===== config.mk =====
export PLATFORM = sky130hd
export DESIGN_NAME = uctl_cmd_if_target
export DESIGN_NICKNAME = d
export VERILOG_FILES = /design/src/rtl/uctl_cmd_if_pkg.sv /design/src/rtl/uctl_cmd_if_target.sv
export SDC_FILE = /design/constraint.sdc
export NUM_CORES = 1
export LEC_CHECK = 0
export CAP_MARGIN = 20
export CORE_MARGIN = 2
export CORE_UTILIZATION = 42
export DETAILED_ROUTE_END_ITERATION = 10
export HOLD_SLACK_MARGIN = 0.15
export PLACE_DENSITY = 0.91
export SYNTH_ARGS = -nofsm -noshare
export SYNTH_HDL_FRONTEND = slang
export SYNTH_SLANG_ARGS = --single-unit

===== constraint.sdc =====
create_clock -name hClk -period 2.5 [get_ports hClk]
set_input_delay 0.25 -clock hClk [delete_from_list [all_inputs] [get_ports hClk]]
set_output_delay 0.25 -clock hClk [all_outputs]
set_load 0.01 [all_outputs]

===== src/rtl/uctl_cmd_if_pkg.sv =====
// uctl_cmd_if_pkg: shared states and constants for the cmdIf target
package uctl_cmd_if_pkg;
  typedef enum logic [2:0] {S_IDLE, S_CMD_ACK, S_WR, S_RD_ISSUE, S_RD_WAIT, S_RD_ACK} state_t;
  localparam int RD_LAT_MIN = 1;
  localparam int RD_LAT_MAX = 7;
  localparam logic [31:0] OOW_RDATA = 32'h0;
endpackage


===== src/rtl/uctl_cmd_if_target.sv =====
// uctl_cmd_if_target: cmdIf responder serving write/read beats through a word-addressed memory port
module uctl_cmd_if_target
  import uctl_cmd_if_pkg::*;
#(
  parameter int          ADDR_W    = 10,
  parameter logic [31:0] BASE_ADDR = 32'h0000_0000,
  parameter int          RD_LAT    = 1
) (
  input  logic              hClk,
  input  logic              hReset_n,
  input  logic              swRst,
  input  logic              cmdIf_trEn,
  input  logic              cmdIf_req,
  input  logic [31:0]       cmdIf_addr,
  input  logic              cmdIf_wrRd,
  output logic              cmdIf_ack,
  input  logic              cmdIf_wrData_req,
  input  logic [31:0]       cmdIf_wrData,
  output logic              cmdIf_wrData_ack,
  input  logic              cmdIf_rdData_req,
  output logic [31:0]       cmdIf_rdData,
  output logic              cmdIf_rdData_ack,
  output logic              mem_en,
  output logic              mem_wr,
  output logic [ADDR_W-1:0] mem_addr,
  output logic [31:0]       mem_wdata,
  input  logic [31:0]       mem_rdata,
  input  logic              mem_ready,
  output logic              addr_err
);
  localparam logic [2:0] LAT_LOAD = 3'(RD_LAT - 1);
  state_t      r_state, w_nxt;
  logic [29:0] r_cnt;
  logic [2:0]  r_lat;
  logic [31:0] r_rdata;
  logic        r_wr, r_rdack, r_rderr;
  logic        w_oow, w_start, w_wr_beat, w_rd_issue, w_rd_done, w_unused;
  assign w_unused   = ^cmdIf_addr[1:0];
  assign w_oow      = r_cnt[29:ADDR_W] != BASE_ADDR[31:ADDR_W+2];
  assign w_start    = r_state == S_IDLE && cmdIf_trEn && cmdIf_req;
  assign w_wr_beat  = r_state == S_WR && cmdIf_trEn && cmdIf_wrData_req && mem_ready;
  // the registered ack cycle still sees the old req level, so no issue then
  assign w_rd_issue = r_state == S_RD_ISSUE && cmdIf_trEn && cmdIf_rdData_req && mem_ready && !r_rdack;
  assign w_rd_done  = r_state == S_RD_ACK && cmdIf_trEn;
  assign cmdIf_ack        = r_state == S_CMD_ACK && cmdIf_trEn;
  assign cmdIf_wrData_ack = w_wr_beat;
  assign cmdIf_rdData_ack = r_rdack;
  assign cmdIf_rdData     = r_rdata;
  assign mem_en    = (w_wr_beat || w_rd_issue) && !w_oow;
  assign mem_wr    = w_wr_beat && !w_oow;
  assign mem_addr  = r_cnt[ADDR_W-1:0];
  assign mem_wdata = r_state == S_WR ? cmdIf_wrData : '0;
  assign addr_err  = r_rderr || (w_wr_beat && w_oow);
  always_comb begin
    w_nxt = r_state;
    if (!cmdIf_trEn) w_nxt = S_IDLE;
    else
      case (r_state)
        S_IDLE:     w_nxt = cmdIf_req ? S_CMD_ACK : S_IDLE;
        S_CMD_ACK:  w_nxt = r_wr ? S_WR : S_RD_ISSUE;
        S_RD_ISSUE: w_nxt = w_rd_issue ? (RD_LAT == 1 ? S_RD_ACK : S_RD_WAIT) : S_RD_ISSUE;
        S_RD_WAIT:  w_nxt = r_lat == 3'd1 ? S_RD_ACK : S_RD_WAIT;
        S_RD_ACK:   w_nxt = S_RD_ISSUE;
        default:    w_nxt = r_state;
      endcase
  end
  always_ff @(posedge hClk or negedge hReset_n)
    if (!hReset_n) begin
      r_state <= S_IDLE;
      r_cnt   <= '0;
      r_lat   <= '0;
      r_rdata <= '0;
      r_wr    <= 1'b0;
      r_rdack <= 1'b0;
      r_rderr <= 1'b0;
    end else if (swRst) begin
      r_state <= S_IDLE;
      r_cnt   <= '0;
      r_lat   <= '0;
      r_rdata <= '0;
      r_wr    <= 1'b0;
      r_rdack <= 1'b0;
      r_rderr <= 1'b0;
    end else begin
      r_state <= w_nxt;
      r_rdack <= w_rd_done;
      r_rderr <= w_rd_done && w_oow;
      if (w_start) begin
        r_cnt <= cmdIf_addr[31:2];
        r_wr  <= cmdIf_wrRd;
      end else if (w_wr_beat || w_rd_done) r_cnt <= r_cnt + 30'd1;
      if (w_rd_issue) r_lat <= LAT_LOAD;
      else if (r_state == S_RD_WAIT) r_lat <= r_lat - 3'd1;
      if (w_rd_done) r_rdata <= w_oow ? OOW_RDATA : mem_rdata;
    end
endmodule


## Word-level counts from Yosys, hierarchy flattened

Cells that the tools add are included.

- Output and inout port bits: 80
- Input port bits: 105
- Register bits after elaboration: 71

- Equal/unequal tests: 7
- Multiplexer cells: 21
- Reductions and logical operators: 26
- $add $sub $neg: 2

Operator list:

| operator | count |
|---|---|
| $mux 32 | 4 |
| $mux 30 | 3 |
| $add 30x1->30 const B | 1 |
| $reduce_bool 20->1 | 1 |
| $mux 3 | 6 |
| $logic_and 1x1->1 | 15 |
| $pmux 3 s5 | 1 |
| $mux 1 | 7 |
| $ne 7x2->1 const B | 1 |
| $eq 3x1->1 const B | 2 |
| $eq 3x2->1 const B | 2 |
| $eq 3x3->1 const B | 2 |
| $reduce_bool 3->1 | 2 |
| $reduce_bool 2->1 | 2 |
| $logic_not 3->1 | 1 |
| $logic_or 1x1->1 | 3 |
| $sub 3x1->3 const B | 1 |
| $logic_not 1->1 | 2 |

## Longest topological paths before layout

Gate-level depths: netlist (run 1).

- Depth in word-level cells: 9
- Mapped depth: 9

## Worst setup path before layout (run 1)

Ideal clock, no wire load.

- Path kind: flip-flop to flip-flop
- Start: register r_state[2]
- End: register r_cnt[18]
- Library setup time: 138 ps
- Data required time: 2362 ps
- Cell stages (with the launch flop): 10
- Clock period less this slack: 2079 ps
- Path slack: 421 ps
- Arrival: 1942 ps
- Cells stage by stage: dfrtp_1 -> buf_6 -> nand4b_1 -> or3b_2 -> buf_2 -> and3_1 -> buf_2 -> clkbuf_1 -> o21ai_0 -> o21ai_0

- Longest elaborated chain between the ends: 6

RTL lines:

| item | line | text |
|---|---|---|
| start: declaration | uctl_cmd_if_target.sv:32 | `state_t r_state, w_nxt;` |
| start signal: assignment | uctl_cmd_if_target.sv:85 | `r_state <= w_nxt;` |
| $eq 3x2->1 | uctl_cmd_if_target.sv:41 | `assign w_wr_beat = r_state == S_WR && cmdIf_trEn && cmdIf_wrData_req && mem_ready;` |
| $logic_and 1x1->1 (3 in series) | uctl_cmd_if_target.sv:41 |  |
| $logic_or 1x1->1 | uctl_cmd_if_target.sv:91 | `end else if (w_wr_beat \|\| w_rd_done) r_cnt <= r_cnt + 30'd1;` |
| $reduce_bool 3->1 (no line) | n/a |  |
| end signal: assignment | uctl_cmd_if_target.sv:89 | `r_cnt <= cmdIf_addr[31:2];` |
| end signal: assignment | uctl_cmd_if_target.sv:91 |  |
| end: declaration | uctl_cmd_if_target.sv:33 | `logic [29:0] r_cnt;` |

Parallel ways exist; a longest one is shown, timed or not.
A chain may end at the register's enable or synchronous reset.

## Worst setup path in the final report (run 1)

- Start: register r_state[2]
- End: output port addr_err

- Longest elaborated chain between the ends: 6

RTL lines:

| item | line | text |
|---|---|---|
| $eq 3x2->1 | uctl_cmd_if_target.sv:41 |  |
| $logic_and 1x1->1 (3 in series) | uctl_cmd_if_target.sv:41 |  |
| $logic_and 1x1->1 | uctl_cmd_if_target.sv:53 | `assign addr_err = r_rderr \|\| (w_wr_beat && w_oow);` |
| $logic_or 1x1->1 | uctl_cmd_if_target.sv:53 |  |
| end: declaration | uctl_cmd_if_target.sv:29 | `output logic addr_err` |

Every way passes these cells.

==> out/qor.txt, run 1 <==
critical path class: register to primary output
R2R setup slack: 0.28 ns
Adder-Cell Fraction of Synth Area: 0.9524%
dominant cells by area after synthesis: dfrtp_1 (45%), a22o_1 (7.3%), and2_1 (5.6%)
Synth Area in XOR/XNOR: 0.6667%
CP required: 2.25 ns
clock latency on the worst-skew pair: 0.35 ns
register area: 1778 µm²
Initial Util: 43.06%
multiplexer share of the synthesized area: 1.016%
simple-gate area share of the yosys netlist: 22.06%
drt wl/cell: 17.16 µm
Synth Flop Type: dfrtp_1
CP Capture Type: primary output
first-pass GRT wire length: 19.15 mm
Core Area: 9153 µm²
CTS Root Cell: clkbuf_8
synth warn: 0
fin crit period: 2.423 ns
main combinational cell family by area after synthesis: compound AO/OA/AOI/OAI gates
slowest cell delay on critical path: 0.55 ns
pwr/cell area: 447.9 nW/µm²
Max-Cap Viols: 0
Vias per Instance: 5.596
Synth top cells by count: dfrtp_1 (71), and2_1 (35), a22o_1 (33), o21ai_0 (31), nor2_1 (30)
die footprint: 10170 µm²
Synth Cell Area: 3941 µm²
worst path bufs/invs: 2
Ports: 185
Layout Area Growth over Synthesis: 55.40%
multi-input logic area: 1933 µm²
final antenna-violating net count: 0
Slowest cell on crit path: clkdlybuf4s50_1
Max clock buf depth: 2
GRT Total Usage: 24.18%
Post-Synthesis Cells: 430
initial antenna violation count: 0
Clk pin slew, worst setup/hold paths: 0.08 ns
placed insts: 704
synthesis-stage register bit count: 71
Final Cell Area: 6125 µm²
top cell type's share of synthesized area: 45.08%
outcome: completed
Detailed Place HPWL: 9.169 mm
worst vdd ir: 0.3325 mV
slew at the pin closest to its max-slew limit: 0.8424 ns
CTS H-Tree Depth: 3
Final Hold Viols: 0
CTS tree: yes
FILL cells: 713
number of remaining DRC errors: 0
layout cells sized above 1: 7.718%
max_slew headroom: 43.63%
post-synth cell types: 49
Worst EP arrival: 2.17 ns
largest area contributor in the netlist: dfrtp_1
final cell utilization of the core: 66.92%
row count: 35
leakage power: 2.519 nW
syn nets: 538
largest net degree at the start of global routing: 56
crit share post-route: 96.92%
Antenna Cells: 0
Crit Path Max Fanout: 3
DR iter-0 viols: 315
path depth of the worst reg2reg path: 6
Hold Crit Class: input port to asynchronous set/reset pin
Syn Area/Cell: 9.166 µm²
RSZ-0062 raised after global routing: no
compound-cell area share of the yosys netlist: 23.40%
hold_ws: 0.3676 ns
register area share after synthesis: 45.08%
total CTS buffers: 9
DP Area: 5886 µm²
Crit path max-delay family: buffers and inverters
crit path cell chain: nand4b_1 > or3b_4 > inv_1 > a21o_1 > clkdlybuf4s50_1
startpoint type of the worst setup path: register
Final Max Slew Viols: 0
Detailed Routing Iterations Pass 1: 5
via count of the routed design: 4029
Die Ht: 100.9 µm
Worst Skew: 0.007647 ns
Final Routed Wirelength: 12.36 mm
async set-reset flop share out of synthesis: 100.0%
Worst R2R End: r_cnt[28]
global placer's final weighted congestion: 0.9070
Final setup viols: 0
Highest Clock Rate: 412.7 MHz
vias in the first global route: 3886
Tot Pwr: 2.743 mW
Port Buffers: 182
die width: 100.9 µm
Layout Nets: 713
number of enable flip-flop cells after synthesis: 0
reg2reg start: r_cnt[1]
most common cell in the netlist: dfrtp_1
Clock Sinks: 71
Layout Cells excl Fill: 720
total gr overflow: 0
## cells in the final DEF (no fill, tap or decap), types with 12 or more instances in the layout
master,instances
a21oi_1,27
a22o_1,33
and2_1,35
buf_4,17
clkdlybuf4s50_1,180
dfrtp_1,70
inv_1,18
nand2_1,27
nor2_1,29
nor3_1,12
nor4_1,12
o21ai_0,30
## sequential cells by signal, summed over array words and instances, names as in the netlist
name and count:
r_wr 1, r_rderr 1, r_cnt 30, cmdIf_rdData 32, r_state 3, cmdIf_rdData_ack 1
r_lat 3
## cell type report
cell class                      count  area share (%)
Multi-Input combinational cell    303           31.56
Clock buffer                        9           2.022
Tap cell                          111           2.268
Sequential cell                    71           29.03
Inverter                           18           1.103
Clock inverter                      6           1.410
Timing Repair Buffer              202           32.60
## routing by layer
metal / share of wire (%) / wire (µm) / GRT usage [%]
met1: 39 / 4847 / 29.82
met3: 6.9 / 858 / 4.646
met5: 0 / 0 / 0
met4: 2.5 / 311 / 10.33
met2: 51 / 6339 / 41.28
## stage by stage
step	worst slack [ns]	setup TNS, ns
CTS	0.03495	0
floorplan	0.4206	0
global placement	0.02504	0
global route	0.001704	0
finish	0.07694	0
detailed placement	-0.008247	-0.01642
## how the worst max path moves through the flow
stage                          start        end  slack (ns)  cells past startpoint
after floorplan           r_state[2]  r_cnt[18]        0.42                      9
after global placement    cmdIf_trEn     mem_en        0.03                      7
after detailed placement  cmdIf_trEn  r_cnt[10]      -0.008                      8
after CTS                  r_cnt[17]   addr_err        0.03                      5
after global routing      r_state[2]   addr_err       0.002                      5
final                     r_state[2]   addr_err        0.08                      5
## timing repair
| action | CTS | global route |
|---|---|---|
| hold endpoints to repair | 16 | 0 |
| setup buffers | 0 | 0 |
| hold buffers | 1 | 0 |
| resized for setup | 2 | 3 |
| endpoints found under the setup margin | 4 | 3 |
## kinds of logic (layout without fill, tap and decap cells)
| family | Yosys count | count (layout) |
|---|---|---|
| AND/OR/NAND/NOR | 160 | 160 |
| AO/OA/AOI/OAI | 133 | 133 |
| flip-flops | 71 | 71 |
| buffers and inverters | 56 | 235 |
| multiplexers | 4 | 4 |
| adder cells (fa/ha/maj) | 3 | 3 |
| XOR/XNOR | 3 | 3 |
## power breakdown
part           internal [mW]  leakage (nW)  switching [mW]  total (mW)
clock                  0.554         0.105           0.448        1.00
combinational          0.270          1.44           0.211       0.482
sequential              1.19         0.976          0.0692        1.26
(Power assumes the default switching activity.)
==> run 2: changes to the inputs <==
- GPL_TIMING_DRIVEN: not set -> 1
==> results of run 2 <==
Final layout, timing and power as in run 1 (identical DEF).
==> edit 1, RTL diff (config.mk and constraints of run 2) <==
Change the parameter `ADDR_W` from 10 to 11.
--- a/src/rtl/uctl_cmd_if_target.sv
+++ b/src/rtl/uctl_cmd_if_target.sv
@@ -4,3 +4,3 @@
 #(
-  parameter int          ADDR_W    = 10,
+  parameter int          ADDR_W    = 11,
   parameter logic [31:0] BASE_ADDR = 32'h0000_0000,
Interface: changed (resized mem_addr); port bits go from 185 to 186. No check against the original RTL was run, so the function may have changed too.
==> edit 1 against run 2 <==
Synthesized area down 0.92%; fmax up 1.1%; non-clock buffer count up 9; cell count shrank 0.28%; sequential share of layout area shrank 0.28 points; wire length fell by 1.5%; worst setup slack improved by 26 ps; clock power rose by 5%; power is 2.3% higher; sequential cell count unchanged; design area is 0.96% higher; largest cell class unchanged.
==> edit 1: results (changes against run 2) <==
stage	metric	value	unit	change
critical_path	Slowest-stage cell, CP	or4_4		was clkdlybuf4s50_1
synthesis	net count of the mapped netlist	524		was 538
placement	Cell Area, Placed	5890	µm²	about the same
global_routing	first-pass GRT wire length	19400	µm	was 19200 µm
global_routing	vias in the first global route	4022		was 3886
final_layout	FILL cells	694		was 713
pwr	P_sw	0.730	mW	was 0.729 mW
synthesis	async set or reset register ratio after synthesis	100	%	unchanged
global_routing	met1 usage in global routing	29.4	%	was 29.8%
global_routing	largest net degree at the start of global routing	72		was 56
routing	via count	4074		was 4029
global_routing	met3 usage	6.13	%	was 4.65%
pwr	VDD IR max	0.364	mV	was 0.332 mV
routing	DR top layer	met4		unchanged
routing	met3 WL	805	µm	was 858 µm
placement	GPL Wtd Cong	0.902		was 0.907
final_layout	Design Area, Final	6180	µm²	was 6120 µm²
global_routing	initial antenna violation count	0		unchanged
sta	Slew Limit Fails	0		unchanged
placement	HPWL Detailed	8860	µm	was 9170 µm
hold_path	Hold Path Class	primary input to asynchronous set/reset pin		unchanged
clock_network	Clock Latency Late Sink	340	ps	
placement	number of port buffers	183		was 182
synthesis	Synth top cells by count	dfrtp_1, and2_1, a22o_1		unchanged
routing	DRT met1 WL	4870	µm	was 4850 µm
sta	Max-slew headroom	69.9	%	was 43.6%
clock_network	Root Buffer	clkbuf_8		unchanged
routing	DRC Markers	0		unchanged
pwr	Pwr Total	2.81	mW	was 2.74 mW
critical_path	crit-path max cell delay	480	ps	was 550 ps
synthesis	ranking of synthesized cells by area	dfrtp_1, a22o_1, and2_1		unchanged
critical_path	capturing point of the worst reg2reg path	r_cnt[25]$_DFFE_PN0P_		was r_cnt[28]$_DFFE_PN0P_
pwr	Comb group	0.506	mW	was 0.482 mW
final_layout	max reg flops	32		unchanged
routing	drt pass-1 iters	6		was 5
critical_path	Crit Reg-Reg Startpoint	r_state[2]$_DFFE_PN0P_		was r_cnt[1]$_DFFE_PN0P_
pwr	Lkg Pwr	2.62	nW	was 2.52 nW
synthesis	sequential-to-total area share from yosys stat	45.5	%	was 45.1%
clock_network	CTS H-tree depth	3		unchanged
critical_path	R2R depth	6		unchanged
sta	Worst Clk Skew	13.5	ps	was 7.65 ps
synthesis	synth unique cells	57		was 49
clock_network	Reg clk slew, reported paths	90	ps	
synthesis	synthesis warning total	0		unchanged
outcome	status	finished, final reports clean		unchanged
routing	drt first-iter violations	396		was 315
final_layout	Final #Nets	710		was 713
critical_path	Worst path top cell family by delay	simple AND/OR/NAND/NOR gates		was buffers and inverters
clock_network	total CTS buffers	9		unchanged
critical_path	R2R Setup Slk	320	ps	was 280 ps
clock_network	CTS max path bufs	2		unchanged
global_routing	GRT met2 Usage	41.0	%	was 41.3%
routing	wire length on met2	6200	µm	was 6340 µm
pwr	sequential group power	1.25	mW	
final_layout	antenna cells	0		unchanged
final_layout	share of layout cells above drive strength 1	9.72	%	was 7.72%
critical_path	Crit Path Max Fanout	4		was 3
global_routing	GRT Util Overall	23.9	%	was 24.2%
routing	DRT Wirelength	12200	µm	was 12400 µm
[edit 1: area by class of cell]
cell class | count | share of cell area [%]
multi-input cells | 300 | 31.4
inverters | 9 | 0.546
clock inverters | 6 | 1.50
well taps | 111 | 2.25
clock buffers | 10 | 2.23
flip-flops and latches | 71 | 28.8
repair buffers | 211 | 33.4
[edit 1: how the worst max path moves through the flow]
stage                     cells after the start                    from  slack, ps                   end
after detailed placement                      7              cmdIf_trEn        100                mem_en
after global placement                        7              cmdIf_trEn        170                mem_en
after global routing                          5   r_cnt[17]$_DFFE_PN0P_         20              addr_err
after CTS                                     4  r_state[2]$_DFFE_PN0P_         50      cmdIf_wrData_ack
final                                         5   r_cnt[21]$_DFFE_PN0P_        100              addr_err
after floorplan                               9  r_state[2]$_DFFE_PN0P_        430  r_cnt[5]$_DFFE_PN0P_
[edit 1: cells by family (layout without fill, tap and decap cells)]
| family | after synthesis | after routing | share of synthesized area, % |
|---|---|---|---|
| AO/OA/AOI/OAI | 127 | 127 | 22.8 |
| XOR/XNOR | 3 | 3 | 0.673 |
| adder cells (fa/ha/maj) | 3 | 3 | 0.961 |
| buffers and inverters | 45 | 236 | 5.54 |
| flip-flops | 71 | 71 | 45.5 |
| multiplexers | 2 | 2 | 0.513 |
| AND/OR/NAND/NOR | 165 | 165 | 24.0 |
[edit 1: per-stage QoR]
stage	worst slack (ps)	util (%)	hold slack, ps	cells
floorplan	433	-	-45.6	416
global placement	165	64.7	299	696
detailed placement	102	64.7	305	696
CTS	46.0	67.9	453	718
global route	16.5	67.9	468	718
finish	103	67.9	456	718
[edit 1: repair_timing]
action	4_1_cts	5_1_grt
pin swaps	1	0
hold buffers	1	0
gates cloned	0	0
resized for setup	7	1
setup endpoints to repair	3	1
endpoints found under the hold margin	71	0
setup buffers	5	0
==> edit 2, RTL diff (settings of run 2) <==
Without the edit above. Register the output `addr_err`, cleared by the reset; this adds one clock of latency there. The other outputs are not delayed to match.
--- a/src/rtl/uctl_cmd_if_target.sv
+++ b/src/rtl/uctl_cmd_if_target.sv
@@ -52,3 +52,9 @@
   assign mem_wdata = r_state == S_WR ? cmdIf_wrData : '0;
-  assign addr_err  = r_rderr || (w_wr_beat && w_oow);
+  always_ff @(posedge hClk or negedge hReset_n) begin
+    if (!hReset_n) begin
+      addr_err <= '0;
+    end else begin
+      addr_err <= r_rderr || (w_wr_beat && w_oow);
+    end
+  end
   always_comb begin
Behaviour: not the same (Yosys sat finds a counterexample within 4 cycles, from zero or initial values and one cycle with hReset_n low).
==> edit 2 against run 2 <==
Combinational power about the same; via count increased by 4.0%; clock power increased by 13%; design area increased by 0.88%; wire length up 0.40%; global-route usage shrank 0.43 points; worst setup slack gained 29 ps; register-to-register slack improved by 30 ps; count of clock-buffer cells in the layout stayed put; clock skew rose by 2.3 ps; sequential cell count grew 1; sequential share of layout area is 0.21 points higher; power rose by 5.7%; synthesized area rose by 0.83%; critical path type unchanged.
==> edit 2: results (changes against run 2) <==
stage	metric	value	unit	change
outcome	status	finished, final reports clean		unchanged
routing	wire length on met2	6180	µm	was 6340 µm
synthesis	ranking of synthesized cells by area	dfrtp_1, a22o_1, and2_1		unchanged
global_routing	GRT met2 Usage	40.3	%	was 41.3%
sta	final hold slack	345	ps	was 368 ps
routing	DR vias/cell	5.89		was 5.60
critical_path	R2R depth	7		was 6
placement	HPWL Detailed	9240	µm	was 9170 µm
synthesis	synth unique cells	57		was 49
final_layout	Final #Nets	704		was 713
global_routing	met1 usage in global routing	29.5	%	was 29.8%
routing	DRT met1 WL	4780	µm	was 4850 µm
pwr	internal power	2.15	mW	was 2.01 mW
sta	Worst Tran Pin Value	526	ps	was 842 ps
critical_path	R2R Setup Slk	310	ps	was 280 ps
placement	GPL Wtd Cong	0.919		was 0.907
placement	Placement Setup Slack	184	ps	was -8.25 ps
critical_path	Arr. time, crit path	2140	ps	was 2170 ps
pwr	Lkg Pwr	2.54	nW	was 2.52 nW
global_routing	GRT Util Overall	23.8	%	was 24.2%
pwr	VDD IR max	0.262	mV	was 0.332 mV
routing	drt first-iter violations	376		was 315
critical_path	capturing point of the worst reg2reg path	r_cnt[28]$_DFFE_PN0P_		unchanged
sta	fmax	418	MHz	was 413 MHz
synthesis	net count of the mapped netlist	527		was 538
global_routing	met3 usage	5.04	%	was 4.65%
final_layout	area occupied by multi-input gates	1990	µm²	was 1930 µm²
global_routing	first-pass GRT wire length	19200	µm	about the same
placement	Cell Area, Placed	5890	µm²	about the same
final_layout	FILL cells	689		was 713
final_layout	share of layout cells above drive strength 1	9.48	%	was 7.72%
routing	met3 WL	1080	µm	was 858 µm
final_layout	final std cells w/o fill	712		was 720
global_routing	vias in the first global route	4011		was 3886
global_routing	largest net degree at the start of global routing	35		was 56
synthesis	Synth top cells by count	dfrtp_1, a22o_1, and2_1		was dfrtp_1, and2_1, a22o_1
synthesis	sequential-to-total area share from yosys stat	45.3	%	was 45.1%
critical_path	Crit Path Max Fanout	8		was 3
synthesis	Mapped Avg Cell Area	9.48	µm²	was 9.17 µm²
-- edit 2: cell types whose count changed in the layout (fill, tap and decap cells not counted), sizes merged, moves of 5 or more --
cell and change:
nand3 +20, a21oi -12, o21ai -8, inv -7
o311ai +5
-- edit 2: cells by family after synthesis --
| logic type | count (synthesis) | share of synthesized area [%] |
|---|---|---|
| AOI/OAI and AO/OA | 117 | 21.5 |
| adders and majority gates | 3 | 0.945 |
| DFF | 72 | 45.3 |
| and+or+nand+nor | 179 | 25.8 |
| buffers and inverters | 44 | 5.57 |
| muxes | 1 | 0.252 |
| xor gates and xnor gates | 3 | 0.661 |
-- edit 2: critical path, stage by stage (launching register included) --
cell and delay (ps):
dfrtp_2 460, nand4b_1 230, or2_4 300, clkinv_2 110, nor2_1 60, nor2_1 90
clkdlybuf4s50_1 560
-- edit 2: cell type report --
cell class	instances	area share, %
clock buffers	9	2.00
clock inverters	7	1.94
inverters	12	0.749
multi-input cells	303	32.2
flip-flops and latches	72	29.2
well taps	111	2.25
repair buffers	198	31.6
-- edit 2: worst max-delay path by stage --
stage | cells past startpoint | endpoint
final | 6 | mem_en
after global routing | 6 | mem_en
after CTS | 5 | mem_wr
after detailed placement | 7 | mem_en
after global placement | 7 | mem_en
after floorplan | 6 | r_cnt[22]$_DFFE_PN0P_
-- edit 2: timing repair --
action                                  4_1_cts  5_1_grt
hold buffers                                  1        0
setup buffers                                 0        0
pin swaps                                     0        1
endpoints found under the hold margin        14        0
endpoints found under the setup margin        2        2
gates resized for setup                       1        9
-- edit 2: power groups by stage --
stage	clock network, mW	logic [mW]	registers (mW)
detailed placement	0	0.466	1.31
finish	1.13	0.481	1.29
floorplan	0	0.203	1.28
CTS	1.13	0.471	1.29
global route	1.18	0.518	1.30
global placement	0	0.453	1.30
